--- src/rtl/gcd_rr_scheduler.sv ---
`default_nettype none
// ============================================================================
//  Module   : gcd_rr_scheduler
//  Purpose  : Round-robin arbiter sharing one subtractive GCD engine among
//             NREQ requesters; reports result, step count and requester id.
//  Revision : 1.0  initial release
// ============================================================================
module gcd_rr_scheduler #(
  parameter int WIDTH = 8,
  parameter int NREQ  = 4,
  parameter int IDW   = $clog2(NREQ)
) (
  input  logic                    clk,
  input  logic                    rst,
  input  logic [NREQ-1:0]         req,
  input  logic [NREQ*WIDTH-1:0]   a_in,
  input  logic [NREQ*WIDTH-1:0]   b_in,
  output logic [NREQ-1:0]         grant,
  output logic                    busy,
  output logic                    done_valid,
  output logic [IDW-1:0]          done_id,
  output logic [WIDTH-1:0]        result,
  output logic [WIDTH-1:0]        steps
);

  typedef enum logic [1:0] {
    ST_IDLE = 2'd0,
    ST_RUN  = 2'd1,
    ST_DONE = 2'd2
  } state_t;

  state_t            r_state;
  state_t            w_state_nxt;

  logic [WIDTH-1:0]  r_opa;
  logic [WIDTH-1:0]  r_opb;
  logic [WIDTH-1:0]  r_cnt;
  logic [IDW-1:0]    r_last_id;
  logic [NREQ-1:0]   r_grant;
  logic [WIDTH-1:0]  r_result;
  logic [WIDTH-1:0]  r_steps;
  logic [IDW-1:0]    r_done_id;

  logic              w_found;
  logic [IDW-1:0]    w_winner;
  logic [WIDTH-1:0]  w_win_a;
  logic [WIDTH-1:0]  w_win_b;
  logic [NREQ-1:0]   w_grant_oh;
  logic              w_finish;

  // Search starts one past the last winner so every held request is reached
  // within NREQ acceptances.
  always_comb begin
    logic [IDW-1:0] v_idx;
    w_found  = 1'b0;
    w_winner = '0;
    w_win_a  = '0;
    w_win_b  = '0;
    v_idx    = '0;
    for (int k = 1; k <= NREQ; k++) begin
      v_idx = IDW'((int'(r_last_id) + k) % NREQ);
      if (!w_found && req[v_idx]) begin
        w_found  = 1'b1;
        w_winner = v_idx;
        w_win_a  = a_in[v_idx*WIDTH +: WIDTH];
        w_win_b  = b_in[v_idx*WIDTH +: WIDTH];
      end
    end
  end

  assign w_grant_oh = NREQ'(1) << w_winner;
  assign w_finish   = (r_opa == '0) || (r_opb == '0);

  always_comb begin
    w_state_nxt = r_state;
    case (r_state)
      ST_IDLE: if (w_found)  w_state_nxt = ST_RUN;
      ST_RUN:  if (w_finish) w_state_nxt = ST_DONE;
      ST_DONE: w_state_nxt = ST_IDLE;
      default: w_state_nxt = ST_IDLE;
    endcase
  end

  always_ff @(posedge clk or posedge rst) begin
    if (rst) begin
      r_state <= ST_IDLE;
    end else begin
      r_state <= w_state_nxt;
    end
  end

  // The working step counter restarts per job; the visible steps/result/id
  // registers only change on entry to DONE so they hold between jobs.
  always_ff @(posedge clk or posedge rst) begin
    if (rst) begin
      r_opa     <= '0;
      r_opb     <= '0;
      r_cnt     <= '0;
      r_last_id <= IDW'(NREQ - 1);
      r_grant   <= '0;
      r_result  <= '0;
      r_steps   <= '0;
      r_done_id <= '0;
    end else begin
      case (r_state)
        ST_IDLE: begin
          if (w_found) begin
            r_opa     <= w_win_a;
            r_opb     <= w_win_b;
            r_cnt     <= '0;
            r_grant   <= w_grant_oh;
            r_last_id <= w_winner;
          end
        end
        ST_RUN: begin
          if (r_opa == '0) begin
            r_result  <= r_opb;
            r_steps   <= r_cnt;
            r_done_id <= r_last_id;
          end else if (r_opb == '0) begin
            r_result  <= r_opa;
            r_steps   <= r_cnt;
            r_done_id <= r_last_id;
          end else if (r_opa > r_opb) begin
            r_opa <= r_opa - r_opb;
            r_cnt <= r_cnt + WIDTH'(1);
          end else begin
            r_opb <= r_opb - r_opa;
            r_cnt <= r_cnt + WIDTH'(1);
          end
        end
        ST_DONE: begin
          r_grant <= '0;
        end
        default: begin
          r_grant <= '0;
        end
      endcase
    end
  end

  assign grant      = r_grant;
  assign busy       = (r_state != ST_IDLE);
  assign done_valid = (r_state == ST_DONE);
  assign done_id    = r_done_id;
  assign result     = r_result;
  assign steps      = r_steps;

endmodule
`default_nettype wire
--- config.mk ---
export PLATFORM = sky130hd
export DESIGN_NAME = gcd_rr_scheduler
export DESIGN_NICKNAME = d
export VERILOG_FILES = /design/src/rtl/gcd_rr_scheduler.sv
export SDC_FILE = /design/constraint.sdc
export NUM_CORES = 1
export LEC_CHECK = 0
export ABC_CLOCK_PERIOD_IN_PS = 2700
export CORE_AREA = 2 2 102 104
export CTS_CLUSTER_SIZE = 28
export DETAILED_ROUTE_END_ITERATION = 10
export DIE_AREA = 0 0 104 106
export GPL_TIMING_DRIVEN = 0
export PLACE_DENSITY = 0.78
export SLEW_MARGIN = 10
export SYNTH_ARGS = -nofsm -noshare
export SYNTH_HDL_FRONTEND = slang
export SYNTH_SLANG_ARGS = --single-unit
--- constraint.sdc ---
create_clock -name clk -period 2.7 [get_ports clk]
set_clock_uncertainty 0.1 [all_clocks]
set_input_delay 0.54 -clock clk [delete_from_list [all_inputs] [get_ports clk]]
set_output_delay 0.54 -clock clk [all_outputs]
set_load 0.03 [all_outputs]
==> results.md, run 1 <==
Run status:
- The flow ran to the end, and the final reports show no timing, DRC or antenna violations.

Timing:
- The max-slew violation count came to 0.
- Setup repair after global routing could not meet its margin everywhere.
- Measured against its own limit, the worst slew margin works out to 0.449.
- The maximum clock frequency is roughly 370 MHz.
- Setup violations remaining at the end of the flow were counted as 0.
- The minimum clock period after layout is 2.67 ns.
- The pin slew with the least headroom to its limit is roughly 0.82 ns.
- The count of final hold-check violations is 0.
- The ratio of final minimum period to clock period is 0.989.

Global routing:
- The first global-routing pass estimated 24900 um of wire.
- In the global route stage, met2 resource usage came out at 0.461.
- The number of antenna violations at the first check in global routing was 0.
- The met3 routing resource usage after global routing is 0.0386.
- In the global route stage, met1 resource usage came out at 0.374.
- The total overflow left after global routing is 0.
- Entering global routing, the biggest net connects 39 pins.
- After global routing, the most crowded layer is met2.
- Across every metal layer, demand over resource in global routing totals 0.279.
- The via count of the first global-routing pass is 4991.

Worst setup path:
- Walking the worst path, the cells encountered are clkdlybuf4s50_1 -> or3b_1 -> a211o_1 -> and3_1 -> buf_6 -> a211o_1 -> a31oi_1 -> o22a_1.
- The maximum fanout encountered on the critical timing path is 10.
- The delay of the slowest critical-path stage is 0.50 ns.
- For the worst flop-to-flop path, the logic depth is 7.
- STA classifies the critical path endpoint as a flip-flop.
- The most frequent cell on the critical path is sky130_fd_sc_hd__a211o_1.
- In this run the critical register-to-register path is captured at r_opb[3].
- Across all register-to-register paths, the minimum setup slack is around 0.070 ns.
- The slowest stage cell on the critical path is sky130_fd_sc_hd__clkdlybuf4s50_1.
- The classification of the worst setup path is in2reg.
- The worst endpoint data arrival time is about 2.8 ns.
- The category of the worst setup path launch point is an input pin.
- The worst register-to-register path begins at r_last_id[0].
- Data on the critical path is required at its endpoint by 2.85 ns.

Worst hold path:
- The path class of the tightest hold or removal check is in2async.

Finish:
- Fill cells in the final layout number around 930.
- In the final layout, the share of cells above drive strength 1 is 0.162.
- The net count reported at finish is 767.
- The library cell used most frequently in the layout, excluding fill and tap cells, is sky130_fd_sc_hd__clkdlybuf4s50_1.
- In the final layout, the multi-input gates occupy about 3300 um2.
- Relative to the synthesized area, the layout overhead comes to 28.1%.
- The count of inserted antenna diode cells is 0.
- The finished layout holds just over 800 standard cells, fillers aside.
- Leaving out fill and tap cells, the most frequent cells in the layout are sky130_fd_sc_hd__clkdlybuf4s50_1, sky130_fd_sc_hd__dfrtp_1, sky130_fd_sc_hd__nor2_1, sky130_fd_sc_hd__nand2_1, sky130_fd_sc_hd__mux2i_1.
- The combined flip-flop and latch cell area is approximately 1300 um2.

Floorplan:
- The floorplan step defined a die boundary enclosing roughly 11000 um2.
- Measured along the x axis, the die boundary spans approximately 100 um.
- After floorplanning, the core was divided into 37 placement rows.
- The die height is between 100 and 150 um.
- For this design the top-level I/O count stands at 94.
- For this configuration, the core starts out at a cell density of 0.482.
- The core box area is between 9000 and 10000 um2.

Flow run:
- The max-capacitance violation count is 0.

Clocking:
- The maximum count of clock buffers along a single path is 2.
- After clock tree synthesis, the clock-pin slew on the worst setup and hold paths is ~0.1 ns.
- In this run the clock root is driven by a sky130_fd_sc_hd__clkbuf_8.
- Clock tree synthesis inserted a total of 5 buffers.
- The worst-skew pair later-pin latency is approximately 0.3 ns.
- Buffers inserted to repair hold after CTS numbered 0.
- TritonCTS built the clock tree.
- Counting every sink on the clock net gives 50.
- The clock tree synthesis step divided the H-tree into 2 levels.

Detailed routing:
- After detailed routing, the average wire length per cell comes to 19.4 um.
- The total via count in the routed design is between 5000 and 6000.
- The first routing iteration left 395 violations.
- After detailed routing, the number of vias per cell comes to around 6.2.
- The number of remaining DRC errors is 0.
- The overall routed net length is 15800 um.
- The count of nets left with antenna violations after detail routing is 0.
- The number of iterations in the first detailed-routing pass is 7.

Synth:
- The number of cells produced by synthesis is between 500 and 600.
- In the synthesized netlist the async set-or-reset flop fraction comes to 1.00.
- Yosys mapped a number of flops with a built-in enable equal to 0.
- The most common flop cell mapped by yosys is sky130_fd_sc_hd__dfrtp_1.
- The synthesized area is approximately 4800 um2.
- The number of different library cells used by synthesis comes to 64.
- For this run, the register share of the synthesized area comes to 0.260.
- The number of nets in the synthesized netlist is 658.
- After synthesis, the mean cell area works out to 8.46 um2.
- The Yosys step of the flow raised 0 warnings.
- The number of register bits inferred by synthesis is 50.

Placement:
- The wire-length estimate of the detail-placed layout is 11800 um.
- The last weighted congestion value of the routability-driven placer is around 0.97.
- Buffers placed on the I/O ports in this run total a little over 90.
- After detailed placement, the design holds a cell count of approximately 800.

Pwr:
- For this design the ratio of total power to cell area is approximately 1200 nW/um2.
- For this design the static power due to leakage is about 2.6 nW.
- After layout, the design draws a total of 7.66 mW.
- The maximum vdd ir drop is 0.709 mV.
[cell usage after synthesis (3+ instances only)]
master | number | area (um2)
sky130_fd_sc_hd__a211o_1 | 12 | 105
sky130_fd_sc_hd__o22ai_1 | 14 | 87.6
sky130_fd_sc_hd__xnor2_1 | 9 | 78.8
sky130_fd_sc_hd__mux2i_1 | 42 | 420
sky130_fd_sc_hd__buf_2 | 14 | 70.1
sky130_fd_sc_hd__dfrtp_1 | 48 | 1200
sky130_fd_sc_hd__clkbuf_1 | 14 | 52.6
sky130_fd_sc_hd__xor2_1 | 8 | 70.1
sky130_fd_sc_hd__or2_2 | 4 | 25.0
sky130_fd_sc_hd__ha_1 | 16 | 200
sky130_fd_sc_hd__nand3_1 | 10 | 50.1
sky130_fd_sc_hd__inv_1 | 28 | 105
sky130_fd_sc_hd__nor2b_1 | 11 | 68.8
sky130_fd_sc_hd__a21oi_1 | 41 | 205
sky130_fd_sc_hd__o211ai_1 | 4 | 30.0
sky130_fd_sc_hd__o22a_1 | 7 | 61.3
sky130_fd_sc_hd__nand2b_1 | 7 | 43.8
sky130_fd_sc_hd__a211oi_1 | 12 | 90.1
sky130_fd_sc_hd__mux2_2 | 36 | 405
sky130_fd_sc_hd__nand2_1 | 45 | 169
sky130_fd_sc_hd__and3_1 | 3 | 18.8
sky130_fd_sc_hd__nor2_1 | 46 | 173
sky130_fd_sc_hd__a31oi_1 | 16 | 100
sky130_fd_sc_hd__a21o_1 | 3 | 22.5
sky130_fd_sc_hd__nor4_1 | 3 | 18.8
sky130_fd_sc_hd__buf_6 | 3 | 33.8
sky130_fd_sc_hd__nand4_1 | 6 | 37.5
sky130_fd_sc_hd__o21a_1 | 4 | 30.0
sky130_fd_sc_hd__a221oi_1 | 5 | 43.8
sky130_fd_sc_hd__buf_4 | 7 | 52.6
sky130_fd_sc_hd__o21ai_0 | 41 | 205
sky130_fd_sc_hd__o221ai_1 | 6 | 52.6
[registers in the layout (all words and copies together) (netlist names), 4 cells and up]
| register | count |
|---|---|
| r_cnt | 8 |
| r_opa | 8 |
| r_opb | 8 |
| result | 8 |
| steps | 8 |
| grant | 4 |
[worst max path at each step]
stage	from	depth (start not counted)	slack, ns	end
floorplan	r_opa[0]	11	0.27	r_opa[4]
global placement	req[3]	10	-0.37	r_opa[5]
detailed placement	req[3]	10	-0.35	r_opa[5]
CTS	r_last_id[1]	8	0.009	r_opb[4]
global route	req[1]	10	-0.04	r_opa[5]
finish	req[1]	8	0.03	r_opb[2]
[repair_timing]
action | CTS | global route
gates cloned | 0 | 0
endpoints found under the setup margin | 16 | 16
hold endpoints to repair | 0 | 0
gates resized for setup | 6 | 25
buffers inserted | 2 | 7
pin swaps | 1 | 2
[per-stage QoR]
stage	util	setup TNS (ns)	worst slack (ns)	hold WS, ns	area (um2)
after floorplan	-	0	0.272	0.392	4820
after global routing	0.617	-0.0700	-0.0370	0.423	6170
final	0.617	0	0.0287	0.395	6170
after global placement	0.591	-7.04	-0.366	0.385	5910
after CTS	0.605	0	0.00947	0.402	6050
after detailed placement	0.593	-4.80	-0.346	0.380	5930
[kinds of logic (layout without fill, tap and decap cells)]
family,count (synthesis),count (layout),share of synthesized area
fa+ha+maj,18,18,0.0498
mux,79,79,0.176
buf+inv,70,180,0.0685
xor+xnor,17,17,0.0309
simple gates,152,152,0.161
compound gates,184,184,0.254
flops,50,50,0.260
[worst max-delay path: cells and delay by family]
kind	cells	cell delay (ns)
AOI/OAI and AO/OA	4	0.97
buffers and inverters	2	0.69
and+or+nand+nor	2	0.62
[where the power goes]
group          internal, mW  switching, mW  total, mW  leakage (nW)
Sequential             1.11          0.339       1.44         0.628
Clock                 0.186          0.262      0.448        0.0456
Combinational          2.47           3.30       5.77          1.95
Total                  3.76           3.91       7.66          2.62
[layer usage]
| metal | wire [um] | up-vias |
|---|---|---|
| met5 | 0 | - |
| met4 | 448 | 0 |
| met3 | 1130 | 39 |
| met2 | 7360 | 254 |
| met1 | 6890 | 2450 |
| li1 | - | 2316 |
[final cells by class]
class | instances | area share
multi-input combinational | 450 | 0.534
sequential | 50 | 0.203
timing repair buffer | 102 | 0.163
buffer | 41 | 0.0401
tap | 136 | 0.0276
inverter | 29 | 0.0176
clock buffer | 6 | 0.0118
clock inverter | 2 | 0.00223
No activity file was read; power rests on OpenSTA's default activity.
==> run 2: changes to the inputs <==
Settings changed: GPL_TIMING_DRIVEN 0 to not set, MAX_ROUTING_LAYER set to met4.
==> run 2 against run 1 <==
- clock power is 20% higher
- utilization is 1.1 points higher
- total power is 2.4% higher
- register-to-register slack improved by 0.10 ns
- final area grew 1.8%
- sequential power barely moved
- critical path depth did not move
- worst hold slack better by 0.018 ns
- flip-flop and latch count unchanged
- combinational power rose by 1%
- critical endpoint is now r_opb[3]
- largest power group unchanged
==> results.md, run 2 (same netlist as run 1, synthesis figures left out) <==
Run status:
- The flow ran to the end, and the final reports show no timing, DRC or antenna violations.

Detailed routing:
- The number of iterations in the first detailed-routing pass is 6 (-1).
- The total via count in the routed design is 4817 (-4.8%).
- The DRC marker count from the first detailed-route iteration came to 278 (-30%).
- The routed wire length per instance was 16.9 um (-13%).
- The count of nets left with antenna violations after detail routing is 0 (unchanged).
- The overall routed net length is 13900 um (-12%).
- The via density per instance is 5.87 (-5.2%).
- The number of remaining DRC errors is 0 (unchanged).

Finish:
- The post-layout instance count excluding filler cells is 820 (+0.49%).
- The count of fill cells added during filler insertion is 886 (-4.3%).
- The post-layout utilization of the core is 0.628 (+0.0110).
- The share of post-route cells with drive strength above 1 is 0.178 (+0.0166).
- The most common cell after layout, fill and taps aside is sky130_fd_sc_hd__clkdlybuf4s50_1.
- The count of inserted antenna diode cells is 0 (unchanged).
- The library cells used most frequently in the layout, excluding fill and tap cells, are sky130_fd_sc_hd__clkdlybuf4s50_1, sky130_fd_sc_hd__buf_4, sky130_fd_sc_hd__dfrtp_1, sky130_fd_sc_hd__nor2_1, sky130_fd_sc_hd__nand2_1.
- The net count reported at finish is 771 (+0.52%).
- Relative to the synthesized area, the layout overhead comes to 30.3%.

Global routing:
- The first-pass GRT wire length is 22500 um (-9.6%).
- The overall fraction of global-route tracks in use is 0.254 (-0.0250).
- The via count of the first global-routing pass is 4765 (-4.5%).
- The largest net degree at the start of global routing is 57 (+46%).
- The number of antenna violations at the first check in global routing is 0 (unchanged).
- The total overflow reported by the global router was 0 (unchanged).

Timing:
- The ratio of final minimum period to clock period is 0.950 (-0.0398).
- The pin slew with the least headroom to its limit is 0.687 ns (-0.131 ns).
- The final setup violation count came to 0 (unchanged).
- The aggregate negative setup slack came to 0 ns (unchanged).
- The max-slew violation count is 0 (unchanged).
- The minimum clock period after layout is 2.56 ns (-0.108 ns).
- The maximum clock frequency came to 390 MHz (+4.2%).
- The final critical-path setup slack is 0.136 ns (+0.108 ns).
- The count of final hold-check violations came to 0 (unchanged).
- The worst max-slew margin expressed relative to the limit is 0.537 (+0.0883).
- Setup repair after global routing left no endpoint under its margin.

Floorplan:
- The initial core utilization came to 0.482 (unchanged).
- The core box area was 10000 um2 (unchanged).
- The number of rows created at floorplan is 37 (unchanged).
- The die height is 106 um (unchanged).
- The full die area came to 11000 um2 (unchanged).
- The count of boundary I/O pins came to 94 (unchanged).
- The die width is 104 um (unchanged).

Clocking:
- The register clock-pin slew on the reported worst setup and hold paths is 0.10 ns (about the same).
- The TritonCTS sink count is 50 (unchanged).
- The deepest level of the CTS H-tree is 2 (unchanged).
- The worst-skew pair later-pin latency is 0.30 ns (about the same).
- The cell at the root of the clock tree is sky130_fd_sc_hd__clkbuf_8.
- The maximum count of clock buffers along a single path was 2 (unchanged).
- The number of buffers inserted by hold repair at cts is 0 (unchanged).
- The clock tree from TritonCTS is yes.
- The number of buffers added by the clock tree synthesis step was 5 (unchanged).

Placement:
- The detailed-placement wirelength estimate is 10600 um (-10%).
- The last weighted congestion value of the routability-driven placer is 0.927 (-4.5%).
- The count of buffers inserted at the top-level ports is 93 (+1.1%).
- The cell count after placement is 811 (+1.5%).
- The placement-stage worst setup slack was -0.197 ns (+0.149 ns).

Worst setup path:
- The critical path capture point type is a flip-flop.
- The worst setup path is launched from an input pin.
- The most frequent cell on the critical path is sky130_fd_sc_hd__a211o_1.
- The delay of the slowest critical-path stage was 0.52 ns (+0.02 ns).
- Broken down by cell family, the worst path's largest delay share belongs to compound AO/OA/AOI/OAI gates.
- The maximum fanout encountered on the critical timing path is 21 (+11).
- The worst endpoint data arrival time is 2.71 ns (-0.11 ns).
- The endpoint required time on the critical path is 2.85 ns (about the same).
- The classification of the worst setup path is in2reg.
- The number of buffer and inverter stages on the critical path came to 2 (unchanged).
- On the critical path, the stage with the largest delay is an instance of sky130_fd_sc_hd__clkdlybuf4s50_1.
- Traced cell by cell, the critical path runs through clkdlybuf4s50_1 -> or3b_1 -> a211o_1 -> and3_1 -> buf_12 -> a211o_1 -> a31oi_1 -> o22a_1.

Worst hold path:
- The class of the worst hold path is reg2reg.

Pwr:
- The total chip power is 7.85 mW (+2.4%).
- The switching part of the total power is 0.481 (-0.0287).
- The combinational fraction of design power is 0.744 (-0.009).
- The relative contribution of the clock network to total power came to 0.069 (+0.011).
- The internal power is 4.07 mW (+8.3%).
- The fraction of power consumed by sequential logic is 0.188 (about the same).
- The power density over the cells came to 1250 nW/um2 (+0.57%).
- The switching power is 3.77 mW (-3.4%).
- The static leakage came to 2.70 nW (+3.1%).
- The maximum vdd ir drop is 0.815 mV (+15%).

Flow run:
- The max-capacitance violation count is 0 (unchanged).
## run 2: changes by cell type in the layout (fill, tap and decap cells not counted), moves of 4 or more
cell and delta:
sky130_fd_sc_hd__buf_4 +34, sky130_fd_sc_hd__clkbuf_4 -6, sky130_fd_sc_hd__buf_6 -4, sky130_fd_sc_hd__clkbuf_1 -12, sky130_fd_sc_hd__buf_2 -7
## run 2: layout make-up
| cell class | count | area, um2 | area share |
|---|---|---|---|
| Timing Repair Buffer | 147 | 1370 | 0.219 |
| Inverter | 29 | 109 | 0.0173 |
| Sequential cell | 50 | 1260 | 0.200 |
| Clock buffer | 6 | 72.6 | 0.0116 |
| Clock inverter | 2 | 38.8 | 0.00617 |
| Multi-Input combinational cell | 450 | 3260 | 0.519 |
| Tap cell | 136 | 170 | 0.0271 |
## run 2: timing repair
item,CTS,global route
cloned,0,0
endpoints found under the hold margin,0,0
buffers inserted,1,0
pin swaps,1,1
resized for setup,1,6
endpoints found under the setup margin,16,16
## run 2: worst paths after layout
path,start,endpoint,slack (ns),depth (start not counted)
worst max-delay path,req[1],r_opb[3],0.14,8
worst min-delay path,steps[0],steps[0],0.41,1
worst max register to register,r_opa[0],r_opb[4],0.17,11
worst min register to register,steps[0],steps[0],0.41,1
max in group asynchronous,rst,r_opb[0],1.47,3
min in group asynchronous,rst,r_opb[7],0.45,2
## run 2: stage by stage
| step | hold WS (ns) | cell area, um2 |
|---|---|---|
| final | 0.412 | 6280 |
| after global routing | 0.436 | 6280 |
| after CTS | 0.416 | 6260 |
| after detailed placement | 0.391 | 6140 |
| after global placement | 0.383 | 6140 |
| after floorplan | 0.392 | 4820 |
## run 2: power groups by stage
| stage | registers [mW] | logic, mW | clock network [mW] |
|---|---|---|---|
| after detailed placement | 1.48 | 5.66 | 0 |
| after global placement | 1.46 | 5.52 | 0 |
| after global routing | 1.53 | 6.34 | 0.582 |
| after floorplan | 1.60 | 3.75 | 0 |
| final | 1.47 | 5.83 | 0.538 |
| after CTS | 1.47 | 5.74 | 0.546 |
## run 2: per-layer routing
metal  wire [um]  GRT usage
met4         212     0.0608
met2        6870      0.433
met3         738     0.0386
met1        6040      0.319
met5           0          -
## run 2: worst register-to-register path, stage by stage (launching register included)
cell,delay [ns]
sky130_fd_sc_hd__dfrtp_1,0.37
sky130_fd_sc_hd__inv_1,0.05
sky130_fd_sc_hd__ha_1,0.22
sky130_fd_sc_hd__fa_2,0.40
sky130_fd_sc_hd__nor2b_2,0.17
sky130_fd_sc_hd__o2111ai_2,0.17
sky130_fd_sc_hd__a31oi_2,0.22
sky130_fd_sc_hd__o21ai_2,0.10
sky130_fd_sc_hd__buf_4,0.14
sky130_fd_sc_hd__o21a_4,0.26
sky130_fd_sc_hd__nand3_1,0.12
sky130_fd_sc_hd__o211ai_2,0.09
==> run 3: changes to the inputs <==
==> constraint.sdc (replaced) <==
create_clock -name clk -period 2.7 [get_ports clk]
set_clock_uncertainty 0.1 [all_clocks]
set_input_delay 0.405 -clock clk [delete_from_list [all_inputs] [get_ports clk]]
set_output_delay 0.405 -clock clk [all_outputs]
set_load 0.03 [all_outputs]
==> run 3 against run 2 <==
- count of clock-buffer cells in the layout decreased by 1
- utilization decreased by 0.93 points
- worst hold slack better by 0.0070 ns
- sequential power barely moved
- cell count is 0.98% lower
- combinational power down 2%
- critical endpoint is now r_opa[4]
- largest cell class unchanged
- largest power group unchanged
- highest routed layer unchanged
==> results.md, run 3 (same netlist as run 1, synthesis figures left out) <==
Run status:
- The run finished with clean final reports.

Timing:
- The max-slew violation count is 0 (unchanged).
- The worst hold slack after final layout is 0.419 ns (+0.00703 ns).
- The minimum clock period after layout is 2.54 ns (-0.0257 ns).
- The ratio of final minimum period to clock period is 0.940 (-0.00950).
- The maximum clock frequency is 394 MHz (+1.0%).
- The worst max-slew margin expressed relative to the limit is 0.561 (+0.0234).
- The final setup violation count was 0 (unchanged).
- The pin slew with the least headroom to its limit is 0.659 ns (-0.0288 ns).
- Setup repair after global routing left no endpoint under its margin.
- The final critical-path setup slack is 0.162 ns (+0.0257 ns).
- The count of final hold-check violations is 0 (unchanged).

Pwr:
- The maximum vdd ir drop is 0.682 mV (-16%).
- The static leakage is 2.65 nW (-1.8%).
- The total chip power is 7.73 mW (-1.5%).
- The power density over the cells is 1250 nW/um2 (about the same).

Global routing:
- The overall fraction of global-route tracks in use came to 0.263 (+0.00928).
- The number of antenna violations at the first check in global routing is 0 (unchanged).
- The first-pass GRT wire length is 23100 um (+2.7%).
- The largest net degree at the start of global routing is 57 (unchanged).
- The total overflow reported by the global router is 0 (unchanged).
- The via count of the first global-routing pass is 4797 (+0.67%).

Clocking:
- The TritonCTS sink count is 50 (unchanged).
- The worst-skew pair later-pin latency is 0.32 ns (+0.02 ns).
- The register clock-pin slew on the reported worst setup and hold paths is 0.10 ns (about the same).
- The number of resized instances in the post-cts repair step is 0 (-1).
- The cell at the root of the clock tree is sky130_fd_sc_hd__clkbuf_8.
- The deepest level of the CTS H-tree is 2 (unchanged).
- The number of buffers added by the clock tree synthesis step is 5 (unchanged).
- The number of setup buffers added after CTS is 0 (-1).
- The number of buffers inserted by hold repair at cts is 0 (unchanged).
- The maximum count of clock buffers along a single path is 2 (unchanged).
- TritonCTS built the clock tree.

Detailed routing:
- The count of nets left with antenna violations after detail routing is 0 (unchanged).
- The overall routed net length is 14000 um (+1.1%).
- The total via count in the routed design came to 4804 (-0.27%).
- The via density per instance is 5.92 (+0.71%).
- The number of iterations in the first detailed-routing pass is 6 (unchanged).
- The routed wire length per instance is 17.3 um (+2.1%).
- The number of remaining DRC errors was 0 (unchanged).
- The DRC marker count from the first detailed-route iteration was 356 (+28%).

Worst setup path:
- The endpoint required time on the critical path is 2.79 ns (-0.06 ns).
- The startpoint of the worst register-to-register path is r_last_id[1].
- The category of the worst setup path launch point is a flip-flop.
- The worst endpoint data arrival time is 2.63 ns (-0.08 ns).
- The maximum fanout encountered on the critical timing path is 36 (+71%).
- The worst setup path is of the reg2reg kind.
- The depth of the worst register-to-register path is 8 (-3).
- The register-to-register path setup slack is 0.16 ns (about the same).
- In this run the critical register-to-register path is captured at r_opa[4].
- The worst setup path is captured at a flip-flop.

Finish:
- The post-layout utilization of the core came to 0.619 (-0.00926).
- From synthesis to final layout, the design area changed by 28.4%.
- The count of inserted antenna diode cells is 0 (unchanged).
- The most common cell after layout, fill and taps aside is sky130_fd_sc_hd__clkdlybuf4s50_1.
- The net count reported at finish was 763 (-1.0%).
- The top cell types in the final layout, fill and taps aside, are sky130_fd_sc_hd__clkdlybuf4s50_1, sky130_fd_sc_hd__dfrtp_1, sky130_fd_sc_hd__nor2_1, sky130_fd_sc_hd__nand2_1, sky130_fd_sc_hd__buf_4.
- The count of fill cells added during filler insertion is 926 (+4.5%).
- The share of post-route cells with drive strength above 1 was 0.163 (-0.0156).

Floorplan:
- The full die area came to 11000 um2 (unchanged).
- The core box area came to 10000 um2 (unchanged).
- The number of rows created at floorplan is 37 (unchanged).
- The initial core utilization is 0.482 (unchanged).
- The count of boundary I/O pins is 94 (unchanged).
- The die width is 104 um (unchanged).
- The die height is 106 um (unchanged).

Worst hold path:
- The number of cells on the worst hold path is 1 (unchanged).
- The class of the worst hold path is reg2reg.
- The worst hold path begins at steps[7].
- The path with the worst hold slack has its endpoint at steps[7].

Placement:
- The count of buffers inserted at the top-level ports came to 93 (unchanged).
- The last weighted congestion value of the routability-driven placer is 0.908 (-2.1%).
- The detailed-placement wirelength estimate is 10500 um (-0.78%).
- The placement-stage worst setup slack came to -0.137 ns (+0.0603 ns).

Flow run:
- The max-capacitance violation count is 0 (unchanged).
run 3: per-layer routing:
| metal | vias up | part of all wire | track usage |
|---|---|---|---|
| met5 | - | 0 | - |
| met4 | 0 | 0.023 | 0.0772 |
| met3 | 29 | 0.042 | 0.0288 |
| met2 | 171 | 0.49 | 0.446 |
| met1 | 2281 | 0.44 | 0.334 |
| li1 | 2323 | - | - |
run 3: how the worst max path moves through the flow:
stage          cells after the start        to  slack (ns)         start
5_1_grt                           11  r_opb[6]        0.02      r_opa[0]
3_5_place_dp                       8  r_opb[3]       -0.14        req[1]
3_3_place_gp                       8  r_opb[3]       -0.03        req[1]
6_report                           8  r_opa[4]        0.16  r_last_id[1]
2_1_floorplan                     11  r_opa[4]        0.27      r_opa[0]
4_1_cts                           11  r_opb[4]        0.13      r_opa[0]
run 3: where the power goes:
group	total [mW]	leakage (nW)	switching [mW]	internal (mW)
sequential	1.47	0.628	0.359	1.11
clock	0.568	0.0587	0.286	0.282
combinational	5.69	1.97	3.08	2.61
total	7.73	2.65	3.72	4.00
run 3: through the flow:
step / instance area, um2 / cells / TNS [ns]
6_report: 6190 / 812 / 0
2_1_floorplan: 4820 / 570 / 0
5_1_grt: 6190 / 812 / 0
3_5_place_dp: 6070 / 804 / -0.342
3_3_place_gp: 6070 / 804 / -0.0365
4_1_cts: 6190 / 812 / 0
run 3: worst max-delay path: stages, from the launching register on:
cell	delay (ns)
sky130_fd_sc_hd__dfstp_4	0.81
sky130_fd_sc_hd__buf_12	0.26
sky130_fd_sc_hd__mux2_2	0.38
sky130_fd_sc_hd__nand2_1	0.07
sky130_fd_sc_hd__o21ai_0	0.09
sky130_fd_sc_hd__a21oi_1	0.16
sky130_fd_sc_hd__o221ai_1	0.15
sky130_fd_sc_hd__o221ai_1	0.23
sky130_fd_sc_hd__o21ai_0	0.14
run 3: cell type report:
class	count	area [um2]	area share
Clock inverter	3	47.5	0.00768
Multi-Input combinational cell	450	3240	0.523
Inverter	29	109	0.0176
Clock buffer	5	68.8	0.0111
Sequential cell	50	1260	0.203
Timing Repair Buffer	139	1300	0.210
Tap cell	136	170	0.0275
